File: config.mk
export PLATFORM = sky130hd
export DESIGN_NAME = img_stream_ctrl_flat
export DESIGN_NICKNAME = d
export VERILOG_FILES = /design/src/rtl/img_stream_pkg.sv /design/src/rtl/img_stream_if.sv /design/src/rtl/img_stream_skid.sv /design/src/rtl/img_stream_ctrl.sv /design/src/flat_wrapper.sv
export SDC_FILE = /design/constraint.sdc
export NUM_CORES = 1
export LEC_CHECK = 0
export CORE_MARGIN = 5
export CORE_UTILIZATION = 54
export CTS_BUF_LIST = sky130_fd_sc_hd__clkbuf_8
export DETAILED_ROUTE_END_ITERATION = 12
export GPL_TIMING_DRIVEN = 1
export PLACE_DENSITY = 0.83
export SYNTH_ARGS = -nofsm -noshare
export SYNTH_HDL_FRONTEND = slang
export SYNTH_HIERARCHICAL = 1
export SYNTH_SLANG_ARGS = --single-unit
File: constraint.sdc
create_clock -name clk -period 3.5 [get_ports clk]
set_clock_uncertainty 0.15 [all_clocks]
set_input_delay 1.05 -clock clk [delete_from_list [all_inputs] [get_ports clk]]
set_output_delay 1.05 -clock clk [all_outputs]
set_load 0.01 [all_outputs]
File: src/rtl/img_stream_pkg.sv
// img_stream_pkg
// Shared types and constants for the image stream controller slice.
//   state_t          controller FSM states
//   MODE_RX/MODE_TX  transfer direction encoding of the mode input
//   CSUM_W           checksum width (IMG_STREAM_CHECKSUM_EN builds only)
package img_stream_pkg;

    typedef enum logic [2:0] {
        IDLE,
        RX,
        TX,
        DRAIN,
        DONE
    } state_t;

    localparam logic MODE_RX = 1'b0;
    localparam logic MODE_TX = 1'b1;

    localparam int CSUM_W = 16;

endpackage

File: src/rtl/img_stream_if.sv
// img_stream_if
// Bundles the control, pixel stream and SRAM signals of img_stream_ctrl.
//   control : start, mode, nrows, ncols, row_base, col_base, busy, done
//   RX      : s_data, s_valid, s_ready
//   TX      : m_data, m_valid, m_ready
//   SRAM    : sram_din, sram_dout, sram_row, sram_col, sram_write_en, sram_sense_en
// slave  = controller side, master = surrounding system side.
interface img_stream_if #(
    parameter int DATA_W = 8,
    parameter int ROW_W  = 8,
    parameter int COL_W  = 8
) ();
    logic              start;
    logic              mode;
    logic [ROW_W-1:0]  nrows;
    logic [COL_W-1:0]  ncols;
    logic [ROW_W-1:0]  row_base;
    logic [COL_W-1:0]  col_base;
    logic              busy;
    logic              done;

    logic [DATA_W-1:0] s_data;
    logic              s_valid;
    logic              s_ready;

    logic [DATA_W-1:0] m_data;
    logic              m_valid;
    logic              m_ready;

    logic [DATA_W-1:0] sram_din;
    logic [DATA_W-1:0] sram_dout;
    logic [ROW_W-1:0]  sram_row;
    logic [COL_W-1:0]  sram_col;
    logic              sram_write_en;
    logic              sram_sense_en;

    modport slave (
        input  start, mode, nrows, ncols, row_base, col_base,
               s_data, s_valid, m_ready, sram_dout,
        output busy, done, s_ready, m_data, m_valid,
               sram_din, sram_row, sram_col, sram_write_en, sram_sense_en
    );

    modport master (
        output start, mode, nrows, ncols, row_base, col_base,
               s_data, s_valid, m_ready, sram_dout,
        input  busy, done, s_ready, m_data, m_valid,
               sram_din, sram_row, sram_col, sram_write_en, sram_sense_en
    );
endinterface

File: src/rtl/img_stream_skid.sv
// img_stream_skid
// 2-entry FIFO with fall-through: a push into an empty FIFO is visible on
// dout in the same cycle, and if it is popped in that cycle it is never stored.
//   clk, rst   clock, asynchronous active-high reset (flushes the FIFO)
//   push, din  write strobe and data
//   pop        read strobe (only honoured while valid)
//   valid      head available (stored entry or fall-through push)
//   dout       head data, 0 while not valid
//   occ        number of stored entries (0..2), excludes the current push
module img_stream_skid #(
    parameter int DATA_W = 8
) (
    input  logic              clk,
    input  logic              rst,
    input  logic              push,
    input  logic [DATA_W-1:0] din,
    input  logic              pop,
    output logic              valid,
    output logic [DATA_W-1:0] dout,
    output logic [1:0]        occ
);
    logic [1:0][DATA_W-1:0] mem;
    logic                   wr_ptr, rd_ptr;
    logic                   empty, bypass, store, remove;

    assign empty  = (occ == 2'd0);
    assign valid  = !empty || push;
    assign dout   = !valid ? '0 : (empty ? din : mem[rd_ptr]);
    assign bypass = empty && push && pop;
    assign store  = push && !bypass;
    assign remove = pop && !empty;

    always_ff @(posedge clk or posedge rst) begin
        if (rst) begin
            mem    <= '0;
            wr_ptr <= 1'b0;
            rd_ptr <= 1'b0;
            occ    <= 2'd0;
        end else begin
            if (store) begin
                mem[wr_ptr] <= din;
                wr_ptr      <= !wr_ptr;
            end
            if (remove) rd_ptr <= !rd_ptr;
            occ <= occ + {1'b0, store} - {1'b0, remove};
        end
    end
endmodule

File: src/rtl/img_stream_ctrl.sv
// img_stream_ctrl
// Moves a rectangular pixel region between a valid/ready pixel stream and
// the single-port image SRAM, in raster order (column fastest).
//   clk, rst  clock, asynchronous active-high reset (aborts any transfer)
//   bus       img_stream_if.slave: control, RX stream, TX stream, SRAM port
//   csum      16-bit pixel checksum, present only when IMG_STREAM_CHECKSUM_EN
//             is defined
// RX writes each accepted beat straight to the SRAM in the same cycle.
// TX issues reads while (stored + in-flight) < 2 so the skid FIFO can
// absorb every returning word; its head drives m_data/m_valid.
module img_stream_ctrl
    import img_stream_pkg::*;
#(
    parameter int DATA_W = 8,
    parameter int ROW_W  = 8,
    parameter int COL_W  = 8
) (
    input  logic        clk,
    input  logic        rst,
    img_stream_if.slave bus
`ifdef IMG_STREAM_CHECKSUM_EN
    ,
    output logic [CSUM_W-1:0] csum
`endif
);
    state_t            state;
    logic [ROW_W-1:0]  nrows_q, rbase_q, r;
    logic [COL_W-1:0]  ncols_q, cbase_q, c;
    logic              rd_inflight;
    logic              busy_q, done_q;

    logic              rx_beat, rd_issue, adv, last_pix, pop_hs, drain_empty;
    logic              fifo_valid;
    logic [DATA_W-1:0] fifo_dout;
    logic [1:0]        occ;

    assign rx_beat  = (state == RX) && bus.s_valid;
    assign rd_issue = (state == TX) && ((occ + {1'b0, rd_inflight}) < 2'd2);
    assign adv      = rx_beat || rd_issue;
    assign last_pix = (r == nrows_q - ROW_W'(1)) && (c == ncols_q - COL_W'(1));
    assign pop_hs   = fifo_valid && bus.m_ready;
    // FIFO empties at this edge: stored + returning word all popped.
    assign drain_empty = ({1'b0, occ} + {2'b0, rd_inflight}) == {2'b0, pop_hs};

    assign bus.s_ready       = (state == RX);
    assign bus.sram_write_en = rx_beat;
    assign bus.sram_sense_en = !rx_beat;
    assign bus.sram_din      = rx_beat ? bus.s_data : '0;
    assign bus.sram_row      = adv ? rbase_q + r : '0;
    assign bus.sram_col      = adv ? cbase_q + c : '0;
    assign bus.m_valid       = fifo_valid;
    assign bus.m_data        = fifo_dout;
    assign bus.busy          = busy_q;
    assign bus.done          = done_q;

    img_stream_skid #(.DATA_W(DATA_W)) u_skid (
        .clk   (clk),
        .rst   (rst),
        .push  (rd_inflight),
        .din   (bus.sram_dout),
        .pop   (bus.m_ready),
        .valid (fifo_valid),
        .dout  (fifo_dout),
        .occ   (occ)
    );

    always_ff @(posedge clk or posedge rst) begin
        if (rst) begin
            state       <= IDLE;
            nrows_q     <= '0;
            ncols_q     <= '0;
            rbase_q     <= '0;
            cbase_q     <= '0;
            r           <= '0;
            c           <= '0;
            rd_inflight <= 1'b0;
            busy_q      <= 1'b0;
            done_q      <= 1'b0;
        end else begin
            rd_inflight <= rd_issue;
            done_q      <= 1'b0;
            if (adv) begin
                if (c == ncols_q - COL_W'(1)) begin
                    c <= '0;
                    r <= r + ROW_W'(1);
                end else begin
                    c <= c + COL_W'(1);
                end
            end
            case (state)
                IDLE: if (bus.start) begin
                    nrows_q <= bus.nrows;
                    ncols_q <= bus.ncols;
                    rbase_q <= bus.row_base;
                    cbase_q <= bus.col_base;
                    r       <= '0;
                    c       <= '0;
                    busy_q  <= 1'b1;
                    if (bus.nrows == '0 || bus.ncols == '0) begin
                        state  <= DONE;
                        done_q <= 1'b1;
                    end else begin
                        state <= (bus.mode == MODE_TX) ? TX : RX;
                    end
                end
                RX: if (rx_beat && last_pix) begin
                    state  <= DONE;
                    done_q <= 1'b1;
                end
                TX: if (rd_issue && last_pix) state <= DRAIN;
                DRAIN: if (drain_empty) begin
                    state  <= DONE;
                    done_q <= 1'b1;
                end
                DONE: begin
                    state  <= IDLE;
                    busy_q <= 1'b0;
                end
                default: state <= IDLE;
            endcase
        end
    end

`ifdef IMG_STREAM_CHECKSUM_EN
    always_ff @(posedge clk or posedge rst) begin
        if (rst)                          csum <= '0;
        else if (state == IDLE && bus.start) csum <= '0;
        else if (rx_beat)                 csum <= csum + CSUM_W'(bus.s_data);
        else if (pop_hs)                  csum <= csum + CSUM_W'(bus.m_data);
    end
`endif
endmodule
File: src/flat_wrapper.sv
// flat-port wrapper written by rule: the top's interface ports become plain ports
module img_stream_ctrl_flat import img_stream_pkg::*;
#(
    parameter int DATA_W = 8,
    parameter int ROW_W  = 8,
    parameter int COL_W  = 8
)
  (clk, rst, bus_start, bus_mode, bus_nrows, bus_ncols, bus_row_base, bus_col_base, bus_s_data, bus_s_valid, bus_m_ready, bus_sram_dout, bus_busy, bus_done, bus_s_ready, bus_m_data, bus_m_valid, bus_sram_din, bus_sram_row, bus_sram_col, bus_sram_write_en, bus_sram_sense_en);
  img_stream_if #(.DATA_W(DATA_W), .ROW_W(ROW_W), .COL_W(COL_W)) bus_i ();
  input  logic clk;
  input  logic rst;
  input wire logic [$bits(bus_i.start)-1:0] bus_start;
  input wire logic [$bits(bus_i.mode)-1:0] bus_mode;
  input wire logic [$bits(bus_i.nrows)-1:0] bus_nrows;
  input wire logic [$bits(bus_i.ncols)-1:0] bus_ncols;
  input wire logic [$bits(bus_i.row_base)-1:0] bus_row_base;
  input wire logic [$bits(bus_i.col_base)-1:0] bus_col_base;
  input wire logic [$bits(bus_i.s_data)-1:0] bus_s_data;
  input wire logic [$bits(bus_i.s_valid)-1:0] bus_s_valid;
  input wire logic [$bits(bus_i.m_ready)-1:0] bus_m_ready;
  input wire logic [$bits(bus_i.sram_dout)-1:0] bus_sram_dout;
  output wire logic [$bits(bus_i.busy)-1:0] bus_busy;
  output wire logic [$bits(bus_i.done)-1:0] bus_done;
  output wire logic [$bits(bus_i.s_ready)-1:0] bus_s_ready;
  output wire logic [$bits(bus_i.m_data)-1:0] bus_m_data;
  output wire logic [$bits(bus_i.m_valid)-1:0] bus_m_valid;
  output wire logic [$bits(bus_i.sram_din)-1:0] bus_sram_din;
  output wire logic [$bits(bus_i.sram_row)-1:0] bus_sram_row;
  output wire logic [$bits(bus_i.sram_col)-1:0] bus_sram_col;
  output wire logic [$bits(bus_i.sram_write_en)-1:0] bus_sram_write_en;
  output wire logic [$bits(bus_i.sram_sense_en)-1:0] bus_sram_sense_en;
  assign bus_i.start = bus_start;
  assign bus_i.mode = bus_mode;
  assign bus_i.nrows = bus_nrows;
  assign bus_i.ncols = bus_ncols;
  assign bus_i.row_base = bus_row_base;
  assign bus_i.col_base = bus_col_base;
  assign bus_i.s_data = bus_s_data;
  assign bus_i.s_valid = bus_s_valid;
  assign bus_i.m_ready = bus_m_ready;
  assign bus_i.sram_dout = bus_sram_dout;
  assign bus_busy = bus_i.busy;
  assign bus_done = bus_i.done;
  assign bus_s_ready = bus_i.s_ready;
  assign bus_m_data = bus_i.m_data;
  assign bus_m_valid = bus_i.m_valid;
  assign bus_sram_din = bus_i.sram_din;
  assign bus_sram_row = bus_i.sram_row;
  assign bus_sram_col = bus_i.sram_col;
  assign bus_sram_write_en = bus_i.sram_write_en;
  assign bus_sram_sense_en = bus_i.sram_sense_en;
  img_stream_ctrl #(.DATA_W(DATA_W), .ROW_W(ROW_W), .COL_W(COL_W)) u_core (.clk(clk), .rst(rst), .bus(bus_i));
endmodule
* After elaboration in Yosys (flattened, before gate mapping)
Index checks and enable logic that the tools add are counted.
** Cells by class
- $add $sub $neg :: 10
- Order comparisons :: 4
- Equality and inequality tests :: 11
- Mux-type cells :: 32
- Reductions and logical operators :: 27
** Operators by type and width (number)
- two-way mux 8 bit :: 16
- adder 8 x 1 -> 8 bit, second input constant :: 2
- adder 8 bit :: 2
- bitwise mux 16 bit :: 1
- == test 8 bit :: 2
- logical NOT 8 bit :: 2
- subtractor 8 x 1 -> 8 bit, second input constant :: 2
- two-way mux 3 bit :: 5
- case mux 3 bit (4 select lines) :: 1
- logical AND 1 bit :: 11
- demux 8 bit (select 1 bit) :: 1
- == test 3 x 2 -> 1 bit, second input constant :: 2
- logical NOT 1 bit :: 5
- two-way mux 1 bit :: 5
- adder 2 x 1 -> 2 bit :: 2
- < comparator 1 x 2 -> 1 bit, second input constant :: 2
- inequality test 2 x 1 -> 1 bit, second input constant :: 2
- inequality test 2 bit, second input constant :: 2
- AND reduction 2 bit :: 2
- AND reduction 4 bit :: 1
- adder 2 x 1 -> 3 bit :: 1
- == test 3 x 1 -> 1 bit :: 1
- == test 3 x 1 -> 1 bit, second input constant :: 1
- == test 3 bit, second input constant :: 1
- 10 further kinds :: 12
** Storage, ports and cells
- Bits in registers :: 74
- Input port bits :: 54
- Output and inout bits :: 38
- Logic and storage cells :: 99

* Depth between registers and ports, before layout
- Depth after elaboration :: 7
- Depth in mapped cells :: 10
- Depth with buffers taken out :: 9

* Hierarchy
Netlist, hierarchy kept.
** Modules (own cells, without submodules)
- img_stream_ctrl :: instances 1, cells each 360, area each 3517.1 um2, sequential area each 1351.3 um2
- img_stream_skid :: instances 1, cells each 80, area each 999.7 um2, sequential area each 500.5 um2

* Worst setup path before layout
OpenSTA, ideal clock, no wires.
- Path type :: reg2out
- From :: reg u_core.c[0]
- To :: out bus_sram_col[6]
- Arrival time :: 1962 ps
- Required time :: 2300 ps
- Setup slack :: 338 ps
- Cell stages (with the launch flop) :: 9
- Buffers on the path :: 0
- Cell sequence :: dfrtp_1 -> ha_1 -> fa_1 -> a21o_1 -> a21o_1 -> a21o_1 -> a21oi_1 -> xor2_1 -> nor2_1
** On the way
- Word-level cells in the longest chain between the ends :: 2
** RTL lines
- start: declaration :: RTL line img_stream_ctrl.sv:28 : logic [COL_W-1:0] ncols_q, cbase_q, c;
- start signal: assignment :: RTL line img_stream_ctrl.sv:87 : c <= c + COL_W'(1);
- adder 8 bit :: RTL line img_stream_ctrl.sv:50 : assign bus.sram_col = adv ? cbase_q + c : '0;
- two-way mux 8 bit :: RTL line img_stream_ctrl.sv:50
- end: declaration :: RTL line flat_wrapper.sv:29 : output wire logic [$bits(bus_i.sram_col)-1:0] bus_sram_col;
No other way between the ends.

* Worst setup path after layout
- From :: reg u_core.c[1]
- To :: out bus_sram_col[6]
Same word-level chain as after synthesis.

==> flow_summary.yaml <==
worst_setup_path:
  startpoint_type: "flop"
  timing.rr.end: "u_core/r[7]$_DFF_PP0_"
  cpMostUsedCell: "a21o_1"
  critPathArrivalTime_ns: 2.39
  critPathSlowestCell: "dfrtp_2"
  cp_max_fo: 3
  crit_required_ns: 2.30
  end_kind: "output pin"
  crit_type: "reg2out"
  regToRegSetupSlack_ns: 0.66
  reg2reg_depth: 11
  r2r-start: "u_core/rd_inflight$_DFF_PP0_"
  slowest_delay_ns: 0.46
  path_cells: "buf_6 -> fa_2 -> a21o_1 -> a21o_1 -> a21o_1 -> a21oi_2 -> xor2_1 -> nor2_1 -> buf_2"
placed_design:
  pre_cts_slack_ns: -0.482
  io_buffer_count: 91
  place.gp.congestion: 0.824
  hpwl_mm: 8.22
logic_synthesis:
  synthAdderAreaFrac_pct: 6.98
  synth.yosys.warnings: 6
  synth_top_family_by_area: "simple AND/OR/NAND/NOR gates"
  synth-compound-area-share_pct: 9.92
  synth_xor_area_share_pct: 9.11
  yosysTopAreaCellShare_pct: 41.0
  synth-async-reset-ratio_pct: 100
  synthMuxAreaShare_pct: 12.9
  synth_most_common_cell: "dfrtp_1"
  syn-cell-area_sq_um: 4520
  yosys-top-cells-count: "74 x dfrtp_1, 44 x nor2_1, 43 x mux2_2"
  synth_edf_count: 0
  synth-simple-area-share_pct: 17.3
  syn_inst: 440
  ys_seq_area_share_pct: 41.0
  ys_types: 60
  ys_seq_elements: 74
  yosysTopAreaCell: "dfrtp_1"
  synth_ff_type: "dfrtp_1"
  syn_avg_cell_area_sq_um: 10.3
  synth.area.top_cells: "dfrtp_1 41%, mux2_2 11%, ha_1 6.1%"
  syn-num-nets: 518
drt:
  wl_mm: 11.3
  wire_per_inst_microns: 16.7
  drc_errors: 0
  dr.pass1.iters: 4
  viasPerCell: 5.56
  initialDrtViolationCount: 151
  drtAntennaViolNets: 0
  via_count: 3769
final_layout:
  area_delta_synth_final_pct: 36.3
  final_nets: 646
  multiInputGateArea_sq_um: 2650
  num_antenna_cells: 0
  drive_gt1_share_pct: 26.0
  seqCellArea_sq_um: 1850
  fill_cells: 560
global_route:
  grt_pass1_vias: 3846
  grt_max_degree: 47
  grt_pass1_wl_mm: 18.3
  antenna_found_initial: 0
  grt_overflow_total: 0
  track_usage_pct: 22.4
power:
  p_leak_nw: 2.91
  p_per_area_nw_per_um2: 744
  p_total_mw: 4.58
  peakVddDrop_v: 0.000440
floorplanning:
  die_h_microns: 101
  dieArea_sq_um: 10300
  die_x_microns: 101
  core-area_sq_um: 8180
  num_io_pins: 92
  rows: 33
  start_util_pct: 55.2
clock_network:
  path_clk_slew_ns: 0.08
  cts_buffers: 9
  cts-root-buf: "clkbuf_8"
  clk_latency_ns: 0.35
  cts_tree: "yes"
  numClockSinks: 74
  cts.htree.levels: 3
  cts.path.max_buffers: 2
sta:
  finalCriticalPeriod_ns: 3.59
  max_freq_ghz: 0.278
  post-route-period-util_pct: 103
  setup_ws_ns: -0.0947
  rsz0062_at_grt: "true"
  setup_violations: 3
  tightest_slew_ns: 0.733
  slew_viol_final: 0
  hold_viol: 0
  relSlewSlack_pct: 51.1
run:
  drv_cap: 0
min_path:
  hold_start: "u_core/u_skid/wr_ptr$_DFFE_PP0P_"
  hold_end: "u_core/u_skid/wr_ptr$_DFFE_PP0P_"
  hold_depth: 1
  worstHoldPathType: "reg2reg"
status:
  violations: "negative setup slack"
  status: "complete, but fails checks"
==> per-stage QoR <==
stage	hold slack [ns]	util, %	cells	TNS (ns)	cell area (sq um)
6_report	0.349	75.3	678	-0.192	6160
2_1_floorplan	0.308	-	440	0	4520
5_1_grt	0.368	75.3	678	-0.665	6160
3_5_place_dp	0.341	70.6	652	-9.05	5770
3_3_place_gp	0.328	70.6	652	-8.66	5770
4_1_cts	0.354	74.0	672	-0.144	6050
==> cell type report <==
cell class                      count  share of cell area [%]
Multi-Input combinational cell    337                    43.1
Timing Repair Buffer              135                    20.8
Inverter                           11                   0.670
Sequential cell                    74                    30.1
Tap cell                          105                    2.13
Clock buffer                        9                    2.01
Clock inverter                      7                    1.26
==> how the worst max path moves through the flow <==
| stage | end | from | slack [ns] |
|---|---|---|---|
| 2_1_floorplan | bus_sram_col[6] | u_core/c[0]$_DFF_PP0_ | 0.34 |
| 3_3_place_gp | bus_sram_row[3] | bus_s_valid | -0.46 |
| 3_5_place_dp | bus_sram_col[3] | bus_s_valid | -0.48 |
| 4_1_cts | bus_sram_col[7] | u_core/cbase_q[1]$_DFFE_PP0P_ | -0.07 |
| 5_1_grt | bus_sram_row[7] | u_core/rbase_q[1]$_DFFE_PP0P_ | -0.19 |
| 6_report | bus_sram_col[6] | u_core/c[1]$_DFF_PP0_ | -0.09 |
==> critical path, delay by kind of cell (launching register included) <==
| kind | cells | cell delay (ns) |
|---|---|---|
| adder cells (fa/ha/maj) | 1 | 0.38 |
| XOR/XNOR | 1 | 0.18 |
| AND/OR/NAND/NOR | 1 | 0.06 |
| flip-flops | 1 | 0.46 |
| AO/OA/AOI/OAI | 4 | 0.69 |
| buffers and inverters | 2 | 0.27 |
==> routing by layer <==
| metal | vias to the layer above | GRT usage, % | share of wire, % |
|---|---|---|---|
| met5 | - | 0 | 0 |
| met4 | 0 | 7.57 | 1.7 |
| met3 | 20 | 4.34 | 4.6 |
| met2 | 120 | 38.3 | 50 |
| met1 | 1821 | 28.5 | 43 |
| li1 | 1808 | - | - |
==> power breakdown <==
group | internal [mW] | leakage (nW) | switching [mW]
sequential | 1.18 | 0.910 | 0.323
clock | 0.334 | 0.0885 | 0.344
combinational | 1.29 | 1.91 | 1.11
==> cells by family after synthesis <==
family / after synthesis
mux: 53
fa+ha+maj: 24
flops: 74
compound gates: 63
buf+inv: 29
simple gates: 150
xor+xnor: 47
==> flip-flops by register name (all words and copies together), names as in the netlist <==
register / cells
u_core/r: 8
u_core/rbase_q: 8
u_core/bus.done: 1
u_core/u_skid/rd_ptr: 1
u_core/u_skid/wr_ptr: 1
u_core/state: 3
u_core/cbase_q: 8
u_core/u_skid/occ: 2
u_core/rd_inflight: 1
u_core/u_skid/mem: 16
u_core/nrows_q: 8
u_core/bus.busy: 1
u_core/c: 8
u_core/ncols_q: 8
==> layout by cell type (no fill, tap or decap), types with 15 or more instances in the layout <==
cell type / Yosys / layout
xor2_1: 29 / 29
nand2_1: 24 / 24
dfrtp_1: 74 / 73
and2_1: 15 / 15
xnor2_1: 18 / 17
nor2_1: 44 / 40
o21ai_0: 20 / 20
ha_1: 22 / 17
clkdlybuf4s50_1: 0 / 57
buf_4: 0 / 38
mux2_2: 43 / 43
==> timing repair <==
| item | 4_1_cts | 5_1_grt |
|---|---|---|
| cloned | 1 | 0 |
| setup buffers | 3 | 6 |
| resized for setup | 59 | 35 |
| setup endpoints to repair | 27 | 27 |
| hold buffers | 0 | 0 |
| pin swaps | 12 | 8 |
No activity file was read; power rests on OpenSTA's default activity.
